===== config.mk =====
export PLATFORM = sky130hd
export DESIGN_NAME = ldtu_gain_mode_ctrl
export DESIGN_NICKNAME = d
export VERILOG_FILES = /design/src/rtl/ldtu_gain_mode_ctrl.sv
export SDC_FILE = /design/constraint.sdc
export NUM_CORES = 1
export LEC_CHECK = 0
export ABC_AREA = 0
export ABC_CLOCK_PERIOD_IN_PS = 2200
export CORE_AREA = 2 2 77 79
export DETAILED_ROUTE_END_ITERATION = 10
export DIE_AREA = 0 0 79 81
export DONT_BUFFER_PORTS = 1
export PLACE_DENSITY = 0.67
export SETUP_SLACK_MARGIN = 0.05
export SYNTH_ARGS = -nofsm -noshare
export SYNTH_HDL_FRONTEND = slang
export SYNTH_SLANG_ARGS = --single-unit

===== constraint.sdc =====
create_clock -name CLK -period 2.2 [get_ports CLK]
set_clock_uncertainty 0.15 [all_clocks]
set_input_delay 0.44 -clock CLK [delete_from_list [all_inputs] [get_ports CLK]]
set_output_delay 0.44 -clock CLK [all_outputs]
set_load 0.005 [all_outputs]

===== src/rtl/ldtu_gain_mode_ctrl.sv =====
// Purpose : sequences run-time GAIN_SEL_MODE changes into the input-FIFO / gain-selection datapath.
// Latency : with gain_flag held 0, mode_ack follows the handshake edge by QUIET_LEN+SETTLE_LEN+2 cycles.
// Backpr. : mode_req_ready is high only while idle; a valid seen while not ready is dropped, never queued.
//
// Ports:
//   CLK, reset            clock, asynchronous active-high reset
//   mode_req/_valid/_ready  mode-change request handshake from the configuration registers
//   mode_ack              one-cycle pulse when a request has fully completed
//   gain_flag             datapath gain bit, 1 = gain x1 selected
//   GAIN_SEL_MODE         mode driven into the datapath (changes only on the apply edge)
//   fifo_flush            one-cycle pulse to re-align the FIFO read pointers
//   out_blank             datapath output invalid while the selection window refills
//   timeout_flag          sticky: an apply was forced because the datapath never went quiet
//   switch_cnt            saturating count of gain_flag rising edges (x10 -> x1 switches)
//   cnt_clr               synchronous clear of switch_cnt and timeout_flag
module ldtu_gain_mode_ctrl #(
    parameter int unsigned QUIET_LEN    = 16,
    parameter int unsigned TIMEOUT      = 1023,
    parameter int unsigned SETTLE_LEN   = 16,
    parameter logic [1:0]  DEFAULT_MODE = 2'b00,
    parameter int unsigned CNT_W        = 16
) (
    input  logic             CLK,
    input  logic             reset,
    input  logic [1:0]       mode_req,
    input  logic             mode_req_valid,
    output logic             mode_req_ready,
    output logic             mode_ack,
    input  logic             gain_flag,
    output logic [1:0]       GAIN_SEL_MODE,
    output logic             fifo_flush,
    output logic             out_blank,
    output logic             timeout_flag,
    output logic [CNT_W-1:0] switch_cnt,
    input  logic             cnt_clr
);

    typedef enum logic [1:0] {
        IDLE       = 2'd0,
        WAIT_QUIET = 2'd1,
        APPLY      = 2'd2,
        SETTLE     = 2'd3
    } state_t;

    // Terminal counts, sized to the counters they are compared against.
    localparam logic [7:0] QUIET_LAST  = 8'(QUIET_LEN - 1);
    localparam logic [9:0] TO_LAST     = 10'(TIMEOUT - 1);
    localparam logic [7:0] SETTLE_LAST = 8'(SETTLE_LEN - 1);

    state_t     state;
    state_t     state_nxt;
    logic [7:0] quiet_cnt;
    logic [7:0] quiet_nxt;
    logic [9:0] to_cnt;
    logic [9:0] to_nxt;
    logic [7:0] settle_cnt;
    logic [7:0] settle_nxt;
    logic [1:0] pending;
    logic       gain_flag_d;
    logic       handshake;
    logic       same_mode;
    logic       force_apply;
    logic       switch_evt;

    // Ready is withheld during the single idle cycle in which the completion
    // ack is still being generated, so a back-to-back same-mode request can
    // never merge its ack into the previous one.
    assign mode_req_ready = (state == IDLE) && !out_blank;
    assign handshake      = mode_req_valid && mode_req_ready;
    assign same_mode      = (mode_req == GAIN_SEL_MODE);
    assign switch_evt     = gain_flag && !gain_flag_d;

    // ------------------------------------------------------------------
    // Next-state logic
    // ------------------------------------------------------------------
    always_comb begin
        state_nxt   = state;
        quiet_nxt   = quiet_cnt;
        to_nxt      = to_cnt;
        settle_nxt  = settle_cnt;
        force_apply = 1'b0;

        case (state)
            IDLE: begin
                if (handshake && !same_mode) begin
                    state_nxt = WAIT_QUIET;
                    quiet_nxt = '0;
                    to_nxt    = '0;
                end
            end

            WAIT_QUIET: begin
                to_nxt    = to_cnt + 10'd1;
                quiet_nxt = gain_flag ? 8'd0 : (quiet_cnt + 8'd1);
                // A genuinely quiet datapath wins over the timeout when both
                // become true together, so timeout_flag only marks real forcing.
                if (!gain_flag && (quiet_cnt == QUIET_LAST)) begin
                    state_nxt = APPLY;
                end else if (to_cnt == TO_LAST) begin
                    state_nxt   = APPLY;
                    force_apply = 1'b1;
                end
            end

            APPLY: begin
                state_nxt  = SETTLE;
                settle_nxt = '0;
            end

            SETTLE: begin
                settle_nxt = settle_cnt + 8'd1;
                if (settle_cnt == SETTLE_LAST) begin
                    state_nxt = IDLE;
                end
            end

            default: begin
                state_nxt = IDLE;
            end
        endcase
    end

    // ------------------------------------------------------------------
    // State and counters
    // ------------------------------------------------------------------
    always_ff @(posedge CLK or posedge reset) begin
        if (reset) begin
            state      <= IDLE;
            quiet_cnt  <= '0;
            to_cnt     <= '0;
            settle_cnt <= '0;
            pending    <= DEFAULT_MODE;
        end else begin
            state      <= state_nxt;
            quiet_cnt  <= quiet_nxt;
            to_cnt     <= to_nxt;
            settle_cnt <= settle_nxt;
            if (handshake) begin
                pending <= mode_req;
            end
        end
    end

    // ------------------------------------------------------------------
    // Registered datapath-facing outputs
    // ------------------------------------------------------------------
    // All outputs are registered from the state, so the mode, the flush
    // pulse and the start of blanking appear together on the edge that
    // leaves APPLY; GAIN_SEL_MODE therefore cannot glitch.
    always_ff @(posedge CLK or posedge reset) begin
        if (reset) begin
            GAIN_SEL_MODE <= DEFAULT_MODE;
            fifo_flush    <= 1'b0;
            out_blank     <= 1'b0;
            mode_ack      <= 1'b0;
        end else begin
            if (state == APPLY) begin
                GAIN_SEL_MODE <= pending;
            end
            fifo_flush <= (state == APPLY);
            out_blank  <= (state == APPLY) || (state == SETTLE);
            // Completion is the first idle cycle while blanking is still up:
            // blanking drops on the same edge that raises the ack.
            mode_ack   <= (handshake && same_mode) || ((state == IDLE) && out_blank);
        end
    end

    // ------------------------------------------------------------------
    // Monitoring: switch counter and timeout flag
    // ------------------------------------------------------------------
    always_ff @(posedge CLK or posedge reset) begin
        if (reset) begin
            gain_flag_d  <= 1'b0;
            switch_cnt   <= '0;
            timeout_flag <= 1'b0;
        end else begin
            gain_flag_d <= gain_flag;

            if (cnt_clr) begin
                switch_cnt <= '0;
            end else if (switch_evt && (switch_cnt != {CNT_W{1'b1}})) begin
                switch_cnt <= switch_cnt + 1'b1;
            end

            // A forced apply coinciding with a clear must not be lost.
            if (force_apply) begin
                timeout_flag <= 1'b1;
            end else if (cnt_clr) begin
                timeout_flag <= 1'b0;
            end
        end
    end

endmodule

==> Implementation_results.wiki <==
{| class="wikitable"
! Metric !! Value
|-
| Post-Place Worst Slack || 0.102 ns
|-
| PwrDens || 910 mW/mm^2
|-
| Number of H-tree branching levels || 2
|-
| Average vias per placed instance || 6.08
|-
| Sum of routed wire length over all layers || 6.28 mm
|-
| Share of flip-flops with an asynchronous set or reset || 100%
|-
| Combinational share of power || 36.1%
|-
| Count of input and output buffers || 0
|-
| Worst-Margin Slew || 0.528 ns
|-
| Iteration count of the initial detailed-routing pass || 4
|-
| Placed wire-length estimate || 4.45 mm
|-
| Path type of the worst min-delay path || input port to register
|-
| Post-CTS Repair Setup Buffers || 0
|-
| Synthesized netlist net count || 308
|-
| Number of different library cells in the post-synthesis netlist || 43
|-
| CP endpoint kind || register
|-
| Area growth from synthesis to layout || 12.1%
|-
| Post-route fraction of the period consumed by the critical path || 93.3%
|-
| Total number of vias || 2340
|-
| Share of post-route cells with drive strength above 1 || 16.8%
|-
| Number of instances in the synthesized netlist || 291
|-
| First-pass GRT wire length || 10.5 mm
|-
| Leading area contributor after synthesis || dfrtp_1
|-
| Fin crit period || 2.05 ns
|-
| Routed length per placed instance || 16.3 um
|-
| Final estimated routing congestion in global placement || 0.829
|-
| Arrival time worst endpoint || 2.10 ns
|-
| Outcome || complete, no violations
|-
| Most frequently used flop master after synthesis || dfrtp_1
|-
| Core Util, Final || 57.2%
|-
| Max Cap Violations || 0
|-
| Source-to-sink clock delay at the later pin of the worst-skew pair || 0.31 ns
|-
| Hold violation total from the final report || 0
|-
| Clock buffers created by TritonCTS || 5
|-
| Number of synthesized flops with an enable pin || 0
|-
| Unrepaired setup endpoints after global routing || true
|-
| Highest attainable clock frequency || 487 MHz
|-
| Max-slew violation count || 0
|-
| Critical Path Fanout Max || 18
|-
| Worst R2R Setup Slack || 0.15 ns
|-
| CTS tree || built
|-
| Die height || 81 um
|-
| Launching element type of the critical path || register
|-
| Crit path required time || 2.25 ns
|-
| Total Routing Usage GR || 20.7%
|-
| Iteration-0 DRC Markers || 101
|-
| Worst-path clk slew || 0.10 ns
|-
| Site Rows || 28
|-
| Antenna violations before repair || 0
|-
| Fraction of power spent switching nets || 36.9%
|-
| Buffer type at the clock tree root || clkbuf_8
|-
| TritonCTS sink count || 53
|-
| Worst relative slew slack || 64.8%
|-
| Number of nets in the final layout || 326
|-
| FF-to-FF path depth || 7
|-
| Worst-case vdd ir drop || 655 uV
|-
| Fin Setup TNS || 0 ns
|-
| Main area contributors after synthesis || dfrtp_1 (46%), mux2_2 (4.7%), ha_1 (4.3%)
|-
| Floorplan die width || 79 um
|-
| Source of the worst hold timing path || cnt_clr
|-
| Die outline area || 0.00640 sq mm
|-
| Seq pwr share || 45.1%
|-
| Number of failing setup endpoints in the final timing report || 0
|-
| Number of antenna repair diodes || 0
|-
| Maximum root-to-sink buffer count || 2
|-
| Starting utilization of the core area || 51.0%
|-
| Netlist area before placement || 0.00290 sq mm
|-
| Number of top-level design ports || 30
|-
| Worst hold path depth || 1
|-
| Top cell type's share of synthesized area || 45.8%
|-
| Yosys warnings || 0
|-
| Clock network fraction of design power || 18.8%
|-
| Via count of the first global-routing pass || 2191
|-
| Leakage power total || 1.33 nW
|-
| DRC || 0
|-
| Sequential element share of the synthesized area || 45.8%
|-
| Antenna Violating Nets Remaining || 0
|-
| Average size of a mapped cell || 9.95 sq um
|-
| Hold Path End || switch_cnt[13]$_DFFE_PP0P_
|-
| Switching pwr || 0.00109 W
|-
| Sum of overflow across all layers after global routing || 0
|-
| Flops & latches, synth || 53
|-
| Largest net degree at the start of global routing || 24
|-
| Worst flop-to-flop path startpoint || state[0]$_DFFE_PP0P_
|-
| Terminus of the critical flop-to-flop path || to_cnt[6]$_DFFE_PP0P_
|-
| Cell internal power dissipation || 0.00186 W
|-
| Placeable Area || 0.00568 sq mm
|-
| Worst Setup Slack, final || 0.147 ns
|-
| Type of the setup path with the least slack || register to register
|}
repair_timing:
| item | in CTS | in global routing |
|---|---|---|
| hold buffers | 2 | 0 |
| endpoints found under the setup margin | 0 | 9 |
| gates resized for setup | 0 | 10 |
| hold endpoints to repair | 22 | 0 |
final cells by class:
| type | instances | area, sq um |
|---|---|---|
| Clock buffer | 7 | 76.3 |
| Clock inverter | 1 | 7.51 |
| Fill cell | 511 | 2430 |
| Inverter | 12 | 45.0 |
| Multi-Input combinational cell | 215 | 1510 |
| Sequential cell | 53 | 1330 |
| Tap cell | 75 | 93.8 |
| Timing Repair Buffer | 22 | 183 |
synth_stat cells (all sizes together), types with 5 or more instances:
master and instances:
dfrtp 53, a21oi 19, nand3 17, nand2 16, nor2 15, o21ai 15
or4 14, inv 12, mux2 12, clkbuf 11, nand4 11, o31ai 11
ha 10, a22o 8, mux2i 8, nor2b 7, o21bai 5
per-layer routing:
metal	wire length (um)	vias up	track usage, %	part of all wire [%]
met3	290	2	6.00	4.6
met5	0	-	0	0
met4	7	0	5.34	0.11
li1	-	1143	-	-
met2	2970	32	32.9	47
met1	3000	1163	28.0	48
state kept, by name, indices dropped and copies added (netlist names):
signal         cells
mode_ack           1
state              2
quiet_cnt          8
out_blank          1
settle_cnt         8
gain_flag_d        1
pending            2
GAIN_SEL_MODE      2
switch_cnt        16
fifo_flush         1
to_cnt            10
timeout_flag       1
critical path: stages, from the launching register on:
cell and delay, ns:
dfrtp_1 0.41, inv_1 0.13, ha_1 0.21, nand3b_1 0.11, a21o_2 0.27, buf_4 0.22
a22o_1 0.22, a22o_1 0.22
worst max path at each step:
stage,startpoint,to,cells past startpoint
after floorplan,state[0]$_DFFE_PP0P_,to_cnt[9]$_DFFE_PP0P_,7
after global placement,quiet_cnt[5]$_DFFE_PP0P_,state[1]$_DFFE_PP0P_,4
after detailed placement,state[0]$_DFFE_PP0P_,to_cnt[5]$_DFFE_PP0P_,7
after CTS,state[0]$_DFFE_PP0P_,to_cnt[5]$_DFFE_PP0P_,7
after global routing,switch_cnt[1]$_DFFE_PP0P_,switch_cnt[9]$_DFFE_PP0P_,5
final,state[0]$_DFFE_PP0P_,to_cnt[6]$_DFFE_PP0P_,7
metrics by stage:
step	cells	cell area (sq um)	hold slack [ns]	total power [W]
2_1_floorplan	291	2900	0.294	0.00208
3_3_place_gp	375	3110	0.246	0.00235
3_5_place_dp	375	3110	0.248	0.00239
4_1_cts	385	3220	0.0143	0.00294
5_1_grt	385	3250	0.0126	0.00316
6_report	385	3250	0.0239	0.00295
power by group through the flow:
stage / sequential, W / clock (W) / combinational, W
finish: 0.00133 / 0.000556 / 0.00106
global route: 0.00136 / 0.000599 / 0.00120
CTS: 0.00133 / 0.000568 / 0.00104
detailed placement: 0.00135 / 0 / 0.00104
global placement: 0.00134 / 0 / 0.00101
floorplan: 0.00130 / 0 / 0.000773
placed cells by master (no fill, tap or decap), drive strengths merged, types with 10 or more instances in the layout:
cell type  count
o21ai         15
dfrtp         53
o31ai         11
buf           20
nand2         16
inv           12
ha            10
a21oi         19
nor2          15
mux2          12
or4           14
nand3         17
nand4         11
cells by family after synthesis:
group / Yosys count / share of synthesized area [%]
and+or+nand+nor: 101 / 19.7
buffers and inverters: 23 / 2.98
AOI/OAI and AO/OA: 82 / 19.1
DFF: 53 / 45.8
muxes: 20 / 7.43
adders and majority gates: 10 / 4.32
xor gates and xnor gates: 2 / 0.605
(Power assumes the default switching activity.)
==> patch 1: new RTL, config.mk and constraints unchanged <==
Put one more register stage on the output `switch_cnt`, cleared by the reset. The value now appears one clock later. The other outputs are not delayed to match.
--- a/src/rtl/ldtu_gain_mode_ctrl.sv
+++ b/src/rtl/ldtu_gain_mode_ctrl.sv
@@ -49,2 +49,4 @@
 
+    logic [CNT_W-1:0] switch_cnt_s0;
+
     state_t     state;
@@ -173,3 +175,3 @@
             gain_flag_d  <= 1'b0;
-            switch_cnt   <= '0;
+            switch_cnt_s0 <= '0;
             timeout_flag <= 1'b0;
@@ -179,5 +181,5 @@
             if (cnt_clr) begin
-                switch_cnt <= '0;
-            end else if (switch_evt && (switch_cnt != {CNT_W{1'b1}})) begin
-                switch_cnt <= switch_cnt + 1'b1;
+                switch_cnt_s0 <= '0;
+            end else if (switch_evt && (switch_cnt_s0 != {CNT_W{1'b1}})) begin
+                switch_cnt_s0 <= switch_cnt_s0 + 1'b1;
             end
@@ -193,2 +195,10 @@
 
+    always_ff @(posedge CLK or posedge reset) begin
+        if (reset) begin
+            switch_cnt <= '0;
+        end else begin
+            switch_cnt <= switch_cnt_s0;
+        end
+    end
+
 endmodule
Behaviour: not the same (a bounded check fails within 4 cycles, from zero or initial values and one cycle with reset high).
==> patch 1 against the unedited design <==
Final area increased by 15%. Maximum frequency increased by 0.32%. First-iteration DRC count increased by 39%. Sequential cell count increased by 16. Power increased by 22%. Sequential power increased by 25%. Largest cell class is now flip-flops and latches. Synthesized area increased by 17%. Final cell count increased by 7.0%. Clock power increased by 56%. Synthesized cell count increased by 10%. Setup slack improved by 6.6 ps. Routed wire length increased by 1.9%. Highest routed layer unchanged. Via count increased by 4.9%.
==> patch 1: results (changes against the unedited design) <==
| Group | Metric | This run | Delta |
|---|---|---|---|
| pwr | Power dissipated in the clock network | 868 uW | +56% |
| drt | Number of vias after detailed routing | 2455 | +4.9% |
| cts | H-tree depth | 3 | +1 |
| cells and area | Leading registers by flop count | switch_cnt (16), switch_cnt_s0 (16), to_cnt (10) |  |
| placed design | Number of placed instances with taps included | 393 | +4.8% |
| sta | Hold Worst Slack | 16.4 ps | -7.49 ps |
| outcome | Status | complete, no violations |  |
| global route | Met2 usage | 0.317 | -0.0119 |
| logic synthesis | Flop and latch count out of synthesis | 69 | +30% |
| logic synthesis | Most common library cells after synthesis | sky130_fd_sc_hd__dfrtp_1, sky130_fd_sc_hd__nand2_1, sky130_fd_sc_hd__a21oi_1 |  |
| setup path | Signal arrival time at the worst endpoint | 2120 ps | +20 ps |
| setup path | Reg-to-reg critical path endpoint | switch_cnt_s0[7] |  |
| placed design | Placed wire-length estimate after detailed placement | 4.16 mm | -6.6% |
| cells and area | Count of buffers not belonging to the clock network in the layout | 12 | -45% |
| cells and area | Non-Filler Instances | 412 | +7.0% |
| drt | Met2 routed wirelength | 2.87 mm | -3.4% |
| drt | Per-cell routed wire length | 15.5 um | -4.8% |
| logic synthesis | Part of the Yosys area used for sequential elements | 0.510 | +0.0521 |
| cells and area | Clock buf count | 11 | +4 |
| cells and area | Fraction of area in clock buffers and inverters | 0.0422 | +0.0164 |
| logic synthesis | Synthesized net count | 337 | +9.4% |
| placed design | Post-detailed-placement cell area | 3510 sq um | +13% |
| cts | Num CTS Buffers | 9 | +4 |
| drt | DR WL met3 | 210 um | -28% |
| placed design | Placement-stage worst setup slack | 128 ps | +25.9 ps |
## patch 1: changes by cell type after synthesis, moves of 4 or more
cell	change
sky130_fd_sc_hd__nand2b_1	+12
sky130_fd_sc_hd__o21bai_1	-5
sky130_fd_sc_hd__clkbuf_1	-4
sky130_fd_sc_hd__or4_1	-5
sky130_fd_sc_hd__a22o_1	-8
sky130_fd_sc_hd__nand2_1	+7
sky130_fd_sc_hd__and3_1	+6
sky130_fd_sc_hd__mux2i_1	+6
sky130_fd_sc_hd__o21ai_0	-6
sky130_fd_sc_hd__o22ai_1	+5
sky130_fd_sc_hd__dfrtp_1	+16
## patch 1: kinds of logic after synthesis
kind of cell / after synthesis / share of synthesized area
AND/OR/NAND/NOR: 123 / 0.205
flip-flops: 69 / 0.510
AO/OA/AOI/OAI: 67 / 0.138
buffers and inverters: 25 / 0.0288
multiplexers: 24 / 0.0758
adder cells (fa/ha/maj): 10 / 0.0370
XOR/XNOR: 2 / 0.00517
==> patch 2: new RTL, same settings <==
Made on the original files. `DEFAULT_MODE`: 2'b00 -> 2'b01.
--- a/src/rtl/ldtu_gain_mode_ctrl.sv
+++ b/src/rtl/ldtu_gain_mode_ctrl.sv
@@ -19,3 +19,3 @@
     parameter int unsigned SETTLE_LEN   = 16,
-    parameter logic [1:0]  DEFAULT_MODE = 2'b00,
+    parameter logic [1:0]  DEFAULT_MODE = 2'b01,
     parameter int unsigned CNT_W        = 16
Formal check against the unedited RTL: not equivalent (Yosys sat finds a counterexample within 4 cycles, from zero or initial values and one cycle with reset high).
==> patch 2 against the unedited design <==
Setup slack got worse by 29 ps. First-iteration DRC count rose by 9.9%. Critical path type unchanged. Maximum frequency fell by 1.4%. Global-route usage up 0.48 points. Hold slack lost 2.0 ps. Sequential cell count stayed put. Power grew 0.78%. Routed wire length decreased by 1.9%. Synthesized area about the same. Die area stayed put. Final area is 1.3% higher. Via count is 0.26% higher. Highest routed layer unchanged. Sequential share of layout area down 0.43 points.
==> patch 2: results (changes against the unedited design) <==
| Group | Metric | This run | Delta |
|---|---|---|---|
| pwr | Highest ir drop seen on vdd | 0.000747 V | +14% |
| setup path | Crit path largest cell delay | 530 ps | +120 ps |
| sta | Relative max-transition margin | 0.733 | +0.0853 |
| cells and area | Post-layout net count | 330 | +1.2% |
| setup path | R2R depth | 4 | -3 |
| drt | Uppermost layer routed | met4 |  |
| global route | All-layer global routing usage | 0.212 | +0.00480 |
| setup path | Crit path max-delay cell type | sky130_fd_sc_hd__or4_1 |  |
| pwr | Reported leakage power | 1.37 nW | +2.3% |
| logic synthesis | Part of the Yosys area used for sequential elements | 0.458 | +0.000468 |
| drt | DR WL met3 | 362 um | +25% |
| drt | Violation count after the first detailed-route iteration | 111 | +9.9% |
| global route | Maximum number of pins on one net before global-route repair | 54 | +130% |
| logic synthesis | Post-synthesis compound-gate area fraction | 0.191 | about the same |
| outcome | Status | complete, no violations |  |
| drt | Met2 routed wirelength | 2.90 mm | -2.5% |
| logic synthesis | Top cells by area in the synthesized netlist | sky130_fd_sc_hd__dfrtp_1, sky130_fd_sc_hd__mux2_2, sky130_fd_sc_hd__ha_1, sky130_fd_sc_hd__or4_1, sky130_fd_sc_hd__a21oi_1 |  |
| placed design | Placed wire-length estimate after detailed placement | 4.28 mm | -3.9% |
| logic synthesis | Fraction of synthesized area in multiplexers | 0.0742 | about the same |
| cts | Num CTS Buffers | 5 | unchanged |
| drt | Routed met1 length | 2.80 mm | -6.7% |
| logic synthesis | Post-synthesis xor/xnor area fraction | 0.00604 | about the same |
| setup path | Signal arrival time at the worst endpoint | 2130 ps | +30 ps |
| setup path | Largest delay contributor family on the critical path | compound AO/OA/AOI/OAI gates |  |
| drt | Per-cell routed wire length | 15.8 um | -2.9% |
| global route | Number of global-route vias before repair | 2197 | +0.27% |
| logic synthesis | Yosys cell types | 44 | +2.3% |
| placed design | Post-detailed-placement cell area | 3140 sq um | +1.0% |
| setup path | Maximum fanout along the worst path | 5 | -13 |
| pwr | Switching fraction of total power | 0.358 | -0.0116 |
patch 2: path summary, 6_finish.rpt:
check | from | end | slack (ps)
hold / removal | cnt_clr | switch_cnt[5] | 20
setup reg to reg | quiet_cnt[5] | state[1] | 120
setup / recovery | quiet_cnt[5] | state[1] | 120
max in group asynchronous | reset | pending[0] | 1130
hold reg to reg | settle_cnt[6] | settle_cnt[6] | 350
min in group asynchronous | reset | switch_cnt[8] | 470
patch 2: worst reg2reg max path, cell delays in order, from the launching register on:
cell                       delay [ps]
sky130_fd_sc_hd__dfrtp_1          430
sky130_fd_sc_hd__or4_1            530
sky130_fd_sc_hd__o31ai_1          310
sky130_fd_sc_hd__o221ai_1         240
sky130_fd_sc_hd__mux2_2           310
patch 2: final cells by class:
class                           instances  area (sq um)  area share
Timing Repair Buffer                   26           213      0.0647
Tap cell                               75          93.8      0.0285
Multi-Input combinational cell        215          1520       0.461
Inverter                               12          45.0      0.0137
Sequential cell                        53          1330       0.405
Clock buffer                            8          90.1      0.0274
patch 2: stage by stage:
step                      setup slack [ps]  cells
after floorplan                        140    291
after global placement                 162    379
after CTS                             65.3    389
final                                  118    389
after global routing                  1.95    389
after detailed placement              94.3    379
patch 2: power by group through the flow:
stage / combinational [mW] / clock, mW / sequential [mW]
2_1_floorplan: 0.774 / 0 / 1.32
3_3_place_gp: 1.01 / 0 / 1.35
3_5_place_dp: 1.04 / 0 / 1.36
4_1_cts: 1.04 / 0.600 / 1.34
5_1_grt: 1.19 / 0.626 / 1.38
6_report: 1.06 / 0.573 / 1.34
patch 2: routing by layer:
layer	up-vias	global-route usage
met5	-	0
met1	1145	0.289
met2	49	0.330
met4	0	0.0724
li1	1145	-
met3	7	0.0556
